<file path="config.mk">
export PLATFORM = sky130hd
export DESIGN_NAME = rat_io_responder
export DESIGN_NICKNAME = d
export VERILOG_FILES = /design/src/rtl/rat_io_responder.sv
export SDC_FILE = /design/constraint.sdc
export NUM_CORES = 1
export LEC_CHECK = 0
export CORE_MARGIN = 4
export CORE_UTILIZATION = 50
export CTS_BUF_LIST = sky130_fd_sc_hd__clkbuf_4 sky130_fd_sc_hd__clkbuf_8
export DETAILED_ROUTE_END_ITERATION = 16
export HOLD_SLACK_MARGIN = 0.1
export PLACE_DENSITY = 0.84
export REMOVE_ABC_BUFFERS = 1
export SYNTH_ARGS = -nofsm -noshare
export SYNTH_HDL_FRONTEND = slang
export SYNTH_SLANG_ARGS = --single-unit
</file>
<file path="constraint.sdc">
create_clock -name CLK -period 3.5 [get_ports CLK]
set_clock_uncertainty 0.2 [all_clocks]
set_input_delay 0.7 -clock CLK [delete_from_list [all_inputs] [get_ports CLK]]
set_output_delay 0.7 -clock CLK [all_outputs]
set_load 0.005 [all_outputs]
</file>
<file path="src/rtl/rat_io_responder.sv">
// Purpose : RAT MCU port-mapped I/O responder (switches, buttons, LEDs, 7-seg, interrupt).
// Latency : writes land at the IO_STRB edge; IN_PORT read decode is combinational.
// Backpres: none; every IO_STRB write is accepted in the cycle it is presented.
//
// Ports:
//   CLK, RESET           clock and synchronous active-high reset
//   PORT_ID, OUT_PORT    MCU port address and write data
//   IO_STRB              one-cycle write strobe per OUT instruction
//   IN_PORT              read data for the addressed port
//   INT                  level interrupt request, |(pend & mask)
//   SWITCHES, BTN        asynchronous board inputs (BTN active-high)
//   LEDS, SSEG_VAL       board output registers
module rat_io_responder #(
    parameter int DB_COUNT = 50000,
    parameter int DB_W     = 16
) (
    input  logic       CLK,
    input  logic       RESET,
    input  logic [7:0] PORT_ID,
    input  logic [7:0] OUT_PORT,
    input  logic       IO_STRB,
    output logic [7:0] IN_PORT,
    output logic       INT,
    input  logic [7:0] SWITCHES,
    input  logic [3:0] BTN,
    output logic [7:0] LEDS,
    output logic [7:0] SSEG_VAL
);

    localparam logic [7:0] PORT_SW   = 8'h20;
    localparam logic [7:0] PORT_BTN  = 8'h21;
    localparam logic [7:0] PORT_PEND = 8'h22;
    localparam logic [7:0] PORT_MASK = 8'h23;
    localparam logic [7:0] PORT_LEDS = 8'h40;
    localparam logic [7:0] PORT_SSEG = 8'h81;

    // Count value at which the next mismatching cycle commits the new level.
    localparam logic [DB_W-1:0] CNT_LAST = DB_W'(DB_COUNT - 1);

    logic [7:0]      sw_s1;
    logic [7:0]      sw_s2;
    logic [3:0]      btn_s1;
    logic [3:0]      btn_s2;
    logic [3:0]      db;
    logic [3:0]      db_nxt;
    logic [DB_W-1:0] cnt     [4];
    logic [DB_W-1:0] cnt_nxt [4];
    logic [3:0]      pend;
    logic [3:0]      pend_set;
    logic [3:0]      pend_clr;
    logic [3:0]      mask;
    logic [7:0]      leds_q;
    logic [7:0]      sseg_q;

    // Two-flop synchronizers; only the second stage is used downstream.
    always_ff @(posedge CLK) begin
        if (RESET) begin
            sw_s1  <= '0;
            sw_s2  <= '0;
            btn_s1 <= '0;
            btn_s2 <= '0;
        end else begin
            sw_s1  <= SWITCHES;
            sw_s2  <= sw_s1;
            btn_s1 <= BTN;
            btn_s2 <= btn_s1;
        end
    end

    // Debounce: the counter runs only while the synchronized input disagrees
    // with the debounced level, and any agreeing cycle restarts it from zero.
    always_comb begin
        db_nxt = db;
        for (int i = 0; i < 4; i++) begin
            cnt_nxt[i] = '0;
            if (btn_s2[i] != db[i]) begin
                if (cnt[i] == CNT_LAST) begin
                    db_nxt[i] = btn_s2[i];
                end else begin
                    cnt_nxt[i] = cnt[i] + 1'b1;
                end
            end
        end
    end

    always_ff @(posedge CLK) begin
        if (RESET) begin
            db <= '0;
            for (int i = 0; i < 4; i++) begin
                cnt[i] <= '0;
            end
        end else begin
            db <= db_nxt;
            for (int i = 0; i < 4; i++) begin
                cnt[i] <= cnt_nxt[i];
            end
        end
    end

    // Press edges of the debounced level set pending; release sets nothing.
    assign pend_set = db_nxt & ~db;
    assign pend_clr = (IO_STRB && (PORT_ID == PORT_PEND)) ? OUT_PORT[3:0] : 4'b0000;

    // Set is OR-ed in after the clear so a simultaneous press survives the W1C.
    always_ff @(posedge CLK) begin
        if (RESET) begin
            pend <= '0;
        end else begin
            pend <= (pend & ~pend_clr) | pend_set;
        end
    end

    // Writable registers; writes to read-only or unmapped ports fall through.
    always_ff @(posedge CLK) begin
        if (RESET) begin
            mask   <= '0;
            leds_q <= '0;
            sseg_q <= '0;
        end else if (IO_STRB) begin
            case (PORT_ID)
                PORT_MASK: mask   <= OUT_PORT[3:0];
                PORT_LEDS: leds_q <= OUT_PORT;
                PORT_SSEG: sseg_q <= OUT_PORT;
                default:   ;
            endcase
        end
    end

    // Read mux: pure decode, no side effects.
    always_comb begin
        IN_PORT = 8'h00;
        case (PORT_ID)
            PORT_SW:   IN_PORT = sw_s2;
            PORT_BTN:  IN_PORT = {4'b0000, db};
            PORT_PEND: IN_PORT = {4'b0000, pend};
            PORT_MASK: IN_PORT = {4'b0000, mask};
            PORT_LEDS: IN_PORT = leds_q;
            PORT_SSEG: IN_PORT = sseg_q;
            default:   IN_PORT = 8'h00;
        endcase
    end

    // Interrupt depends on registered state only.
    assign INT      = |(pend & mask);
    assign LEDS     = leds_q;
    assign SSEG_VAL = sseg_q;

endmodule
</file>
== Word-level counts from Yosys, hierarchy flattened ==
Memories as Yosys holds them, arrays and structs flattened.
Cells that the tools add are included.
Cells by class
  $add $sub $neg: 4
  eq/ne operators: 14
  multiplexer cells: 25
  bitwise operators: 10
  reductions and logical operators: 5
Operators by type and width (number)
  2-to-1 mux 16 bit: 12
  adder 16 x 1 -> 16 bit (second input constant): 4
  == test 16 bit (second input constant): 4
  case mux 8 bit (6 select lines): 1
  == test 8 x 6 -> 1 bit (second input constant): 4
  bitwise AND 4 bit: 3
  2-to-1 mux 1 bit: 11
  == test 8 x 7 -> 1 bit (second input constant): 1
  == test 8 bit (second input constant): 1
  inverter 4 bit: 2
  AND reduction 2 bit: 3
  2-to-1 mux 4 bit: 1
  != test 1 bit: 4
  OR 1 bit: 4
  OR 4 bit: 1
  OR reduction 4 bit: 1
  logical AND 1 bit: 1
Storage, ports and cells
  register bits after elaboration: 52
  RAM bits: 64
  input bits: 31
  output and inout port bits: 25
  logic and storage cells: 68
  memories: 1
Memories
  cnt: words 4, width 16, read ports 4, clocked after Yosys merged registers in 0, write ports 4, RTL line 46  | logic [DB_W-1:0] cnt [4];

== Depth between registers and ports, before layout ==
  depth after elaboration: 6
  gate-level depth with buffers: 7
  depth with buffers taken out: 5

== Worst setup path after synthesis ==
Ideal clock, no wire load.
  kind: in2out
  start point: input PORT_ID[1]
  end point: output IN_PORT[4]
  arrival time: 1.916 ns
  data required time: 2.600 ns
  path slack: 0.684 ns
  stages: 6
  path buffers: 2
  cell sequence: buf_2 -> nor3_1 -> and3_1 -> clkbuf_1 -> a222oi_1 -> inv_1
On the way
  cells in the longest elaborated chain, start to end: 2
  elaborated cells between the ends (all ways): 7
  classes of those cells: eq/ne: 6; mux: 1
RTL lines
  start: declaration: RTL line 19  | input logic [7:0] PORT_ID,
  == test 8 bit, or another cell as far along: RTL line 132  | case (PORT_ID)
  case mux 8 bit (6 select lines) *: RTL line 132
  end: declaration: RTL line 22  | output logic [7:0] IN_PORT,
Every way passes the cells marked *; elsewhere a longest branch is shown, timed or not.

== Final worst setup path ==
  start point: input PORT_ID[5]
  end point: output IN_PORT[1]
Same word-level chain as after synthesis.

==> results.cfg <==
[logic_synthesis]
ys_types = 45
yosysTopAreaCellShare_pct = 46.6
netlist_area_mm2 = 0.00498
synthCells = 525
synthArstFlopShare_pct = 0
synth_top_area_cell = dfxtp_1
yosys_warnings = 0
ys.flop_type = dfxtp_1
ys_top_cells_by_area = dfxtp_1 (47%), nor2_1 (7.8%), xnor2_1 (7.6%)
seq_area_frac_synth_pct = 46.6
synth_edf_count = 0
syn_avg_cell_area_um2 = 9.49
synth_seq_cells = 116
ys_top_cells_by_count = dfxtp_1 (116), nor2_1 (103), xnor2_1 (43)
synth_most_common_cell = dfxtp_1

[critical_path]
crit_type = input port to output port
reg2reg_slack_ns = 1.18
r2r_end = cnt[2][9]
crit_start = PORT_ID[5]
crit_fanout = 4
cp.required_ns = 2.60
rr_startpoint = cnt[2][4]
worstRegToRegCells = 4
crit_path_end_kind = output port
crit_arrival_ns = 2.54
worst_setup_path_start_kind = input port

[route]
first_pass_iters = 6
wire_per_inst_um = 14.3
drt_iter0_markers = 281
wl_um = 10700
postRouteAntennaNets = 0
num_vias = 3949
vias_per_cell = 5.30
drc = 0

[cts]
clkSinkCount = 116
clk_pin_slew_worst_paths_ns = 0.07
cts-htree-levels = 4
holdBufCountCts = 0
cts_tree = done
cts-root-buf = clkbuf_8
numCtsBuffers = 17
clockBufferDepth = 2
clock_latency_ns = 0.43

[timing]
maxSlewViolCount = 0
hold_slack_ns = 0.237
grt_setup_unrepaired = yes
period_share_pct = 98.4
setup_viol = 0
fin_crit_ns = 3.44
hold_violations = 0
worst_pin_slew_ns = 0.580
fmax_mhz = 290
maxSlewHeadroom_pct = 61.3

[power_and_ir_drop]
power_density_mw_per_mm2 = 438
p_leak_uw = 0.00225
vdd_drop_max_uv = 217

[floorplanning]
top_level_ports = 56
die_area_mm2 = 0.0116
die_y_um = 108
rows = 36
core_area_mm2 = 0.00973
start_util_pct = 51.2
die_w_um = 108

[global_route]
antenna_found_initial = 0
grt_use_total_pct = 19.2
grt_pass1_wl_um = 17700
gr-total-overflow = 0
grt_max_degree = 38
grt_pass1_vias = 3881

[finish]
drive_above_1_share_pct = 13.1
fin_cells = 745
diodes = 0
area_growth_pct = 22.9
final_net_count = 634

[placed_design]
dpl.hpwl_um = 7320
place.gp.congestion = 0.842
placement.io_buffers = 55
dp.cells = 709

[worst_hold_path]
worstHoldPathType = register to register
hold_depth = 1
min_delay_worst_endpoint = btn_s2[3]
hold_start = btn_s1[3]

[job]
max_cap_viol_count = 0

[outcome]
status = finished, final reports clean
## per-layer routing
| layer | GRT usage [%] | share of wire, % |
|---|---|---|
| met5 | 0 | 0 |
| met4 | 9.20 | 1.8 |
| met3 | 6.66 | 5.7 |
| met2 | 32.0 | 51 |
| met1 | 21.9 | 42 |
## worst max-delay path: stages
cell             delay (ns)
clkdlybuf4s50_1        0.47
or3b_4                 0.39
or3b_4                 0.42
o22a_1                 0.17
o21ai_1                0.13
dlygate4sd2_1          0.25
## flip-flops by register name, summed over array words and instances (netlist names)
name / flops
db: 4
btn_s2: 4
LEDS: 8
cnt: 64
btn_s1: 4
pend: 4
mask: 4
sw_s2: 8
sw_s1: 8
SSEG_VAL: 8
## worst max path at each step
| stage | endpoint | cells past startpoint |
|---|---|---|
| 4_1_cts | IN_PORT[3] | 6 |
| 3_5_place_dp | IN_PORT[2] | 6 |
| 6_report | IN_PORT[1] | 6 |
| 3_3_place_gp | IN_PORT[2] | 6 |
| 2_1_floorplan | IN_PORT[2] | 4 |
| 5_1_grt | IN_PORT[1] | 6 |
## placed cells by master (no fill, tap or decap), drive strengths merged, types with 16 or more instances in the layout
| master | synthesis | layout |
|---|---|---|
| dfxtp | 116 | 116 |
| nand3 | 19 | 19 |
| xnor2 | 43 | 43 |
| xor2 | 16 | 16 |
| nor2b | 25 | 25 |
| clkbuf | 10 | 23 |
| clkdlybuf4s50 | 0 | 46 |
| buf | 10 | 23 |
| mux2i | 32 | 32 |
| nor2 | 103 | 103 |
| inv | 16 | 18 |
| nand4 | 18 | 18 |
| nor4 | 16 | 16 |
## where the power goes
| part | switching [uW] | internal (uW) | leakage [uW] | total, uW |
|---|---|---|---|---|
| logic | 44.7 | 55.6 | 0.00112 | 100 |
| clock network | 543 | 698 | 0.000194 | 1240 |
| registers | 5.81 | 1330 | 0.000940 | 1340 |
| total | 593 | 2090 | 0.00225 | 2680 |
## kinds of logic after synthesis
logic type | Yosys count | share of synthesized area (%)
AO/OA/AOI/OAI | 28 | 4.17
buffers and inverters | 36 | 4.02
multiplexers | 32 | 6.43
AND/OR/NAND/NOR | 250 | 27.4
adder cells (fa/ha/maj) | 4 | 1.00
flip-flops | 116 | 46.6
XOR/XNOR | 59 | 10.4
## layout make-up
| class | instances | area [um^2] |
|---|---|---|
| Clock buffer | 21 | 283 |
| Clock inverter | 11 | 125 |
| Fill cell | 771 | 3600 |
| Inverter | 16 | 60.1 |
| Multi-Input combinational cell | 373 | 2500 |
| Sequential cell | 116 | 2320 |
| Tap cell | 133 | 166 |
| Timing Repair Buffer | 75 | 671 |
## per-stage QoR
stage	utilization [%]	power [uW]	instance area [um^2]	worst slack, ns	setup TNS [ns]
6_report	63.0	2680	6120	0.0571	0
5_1_grt	63.0	2770	6120	-0.00104	-0.00104
4_1_cts	63.0	2700	6130	0.000150	0
3_5_place_dp	58.3	1460	5680	-0.427	-2.03
3_3_place_gp	58.3	1460	5680	-0.360	-1.75
2_1_floorplan	-	1400	4840	0.714	0
## repair_timing
item                                    in CTS  in global routing
endpoints found under the setup margin       8                  5
pin swaps                                    0                  0
buffers inserted                             3                  1
resized for setup                           19                 10
cloned                                       0                  0
hold endpoints to repair                     0                  0
(Power assumes the default switching activity.)
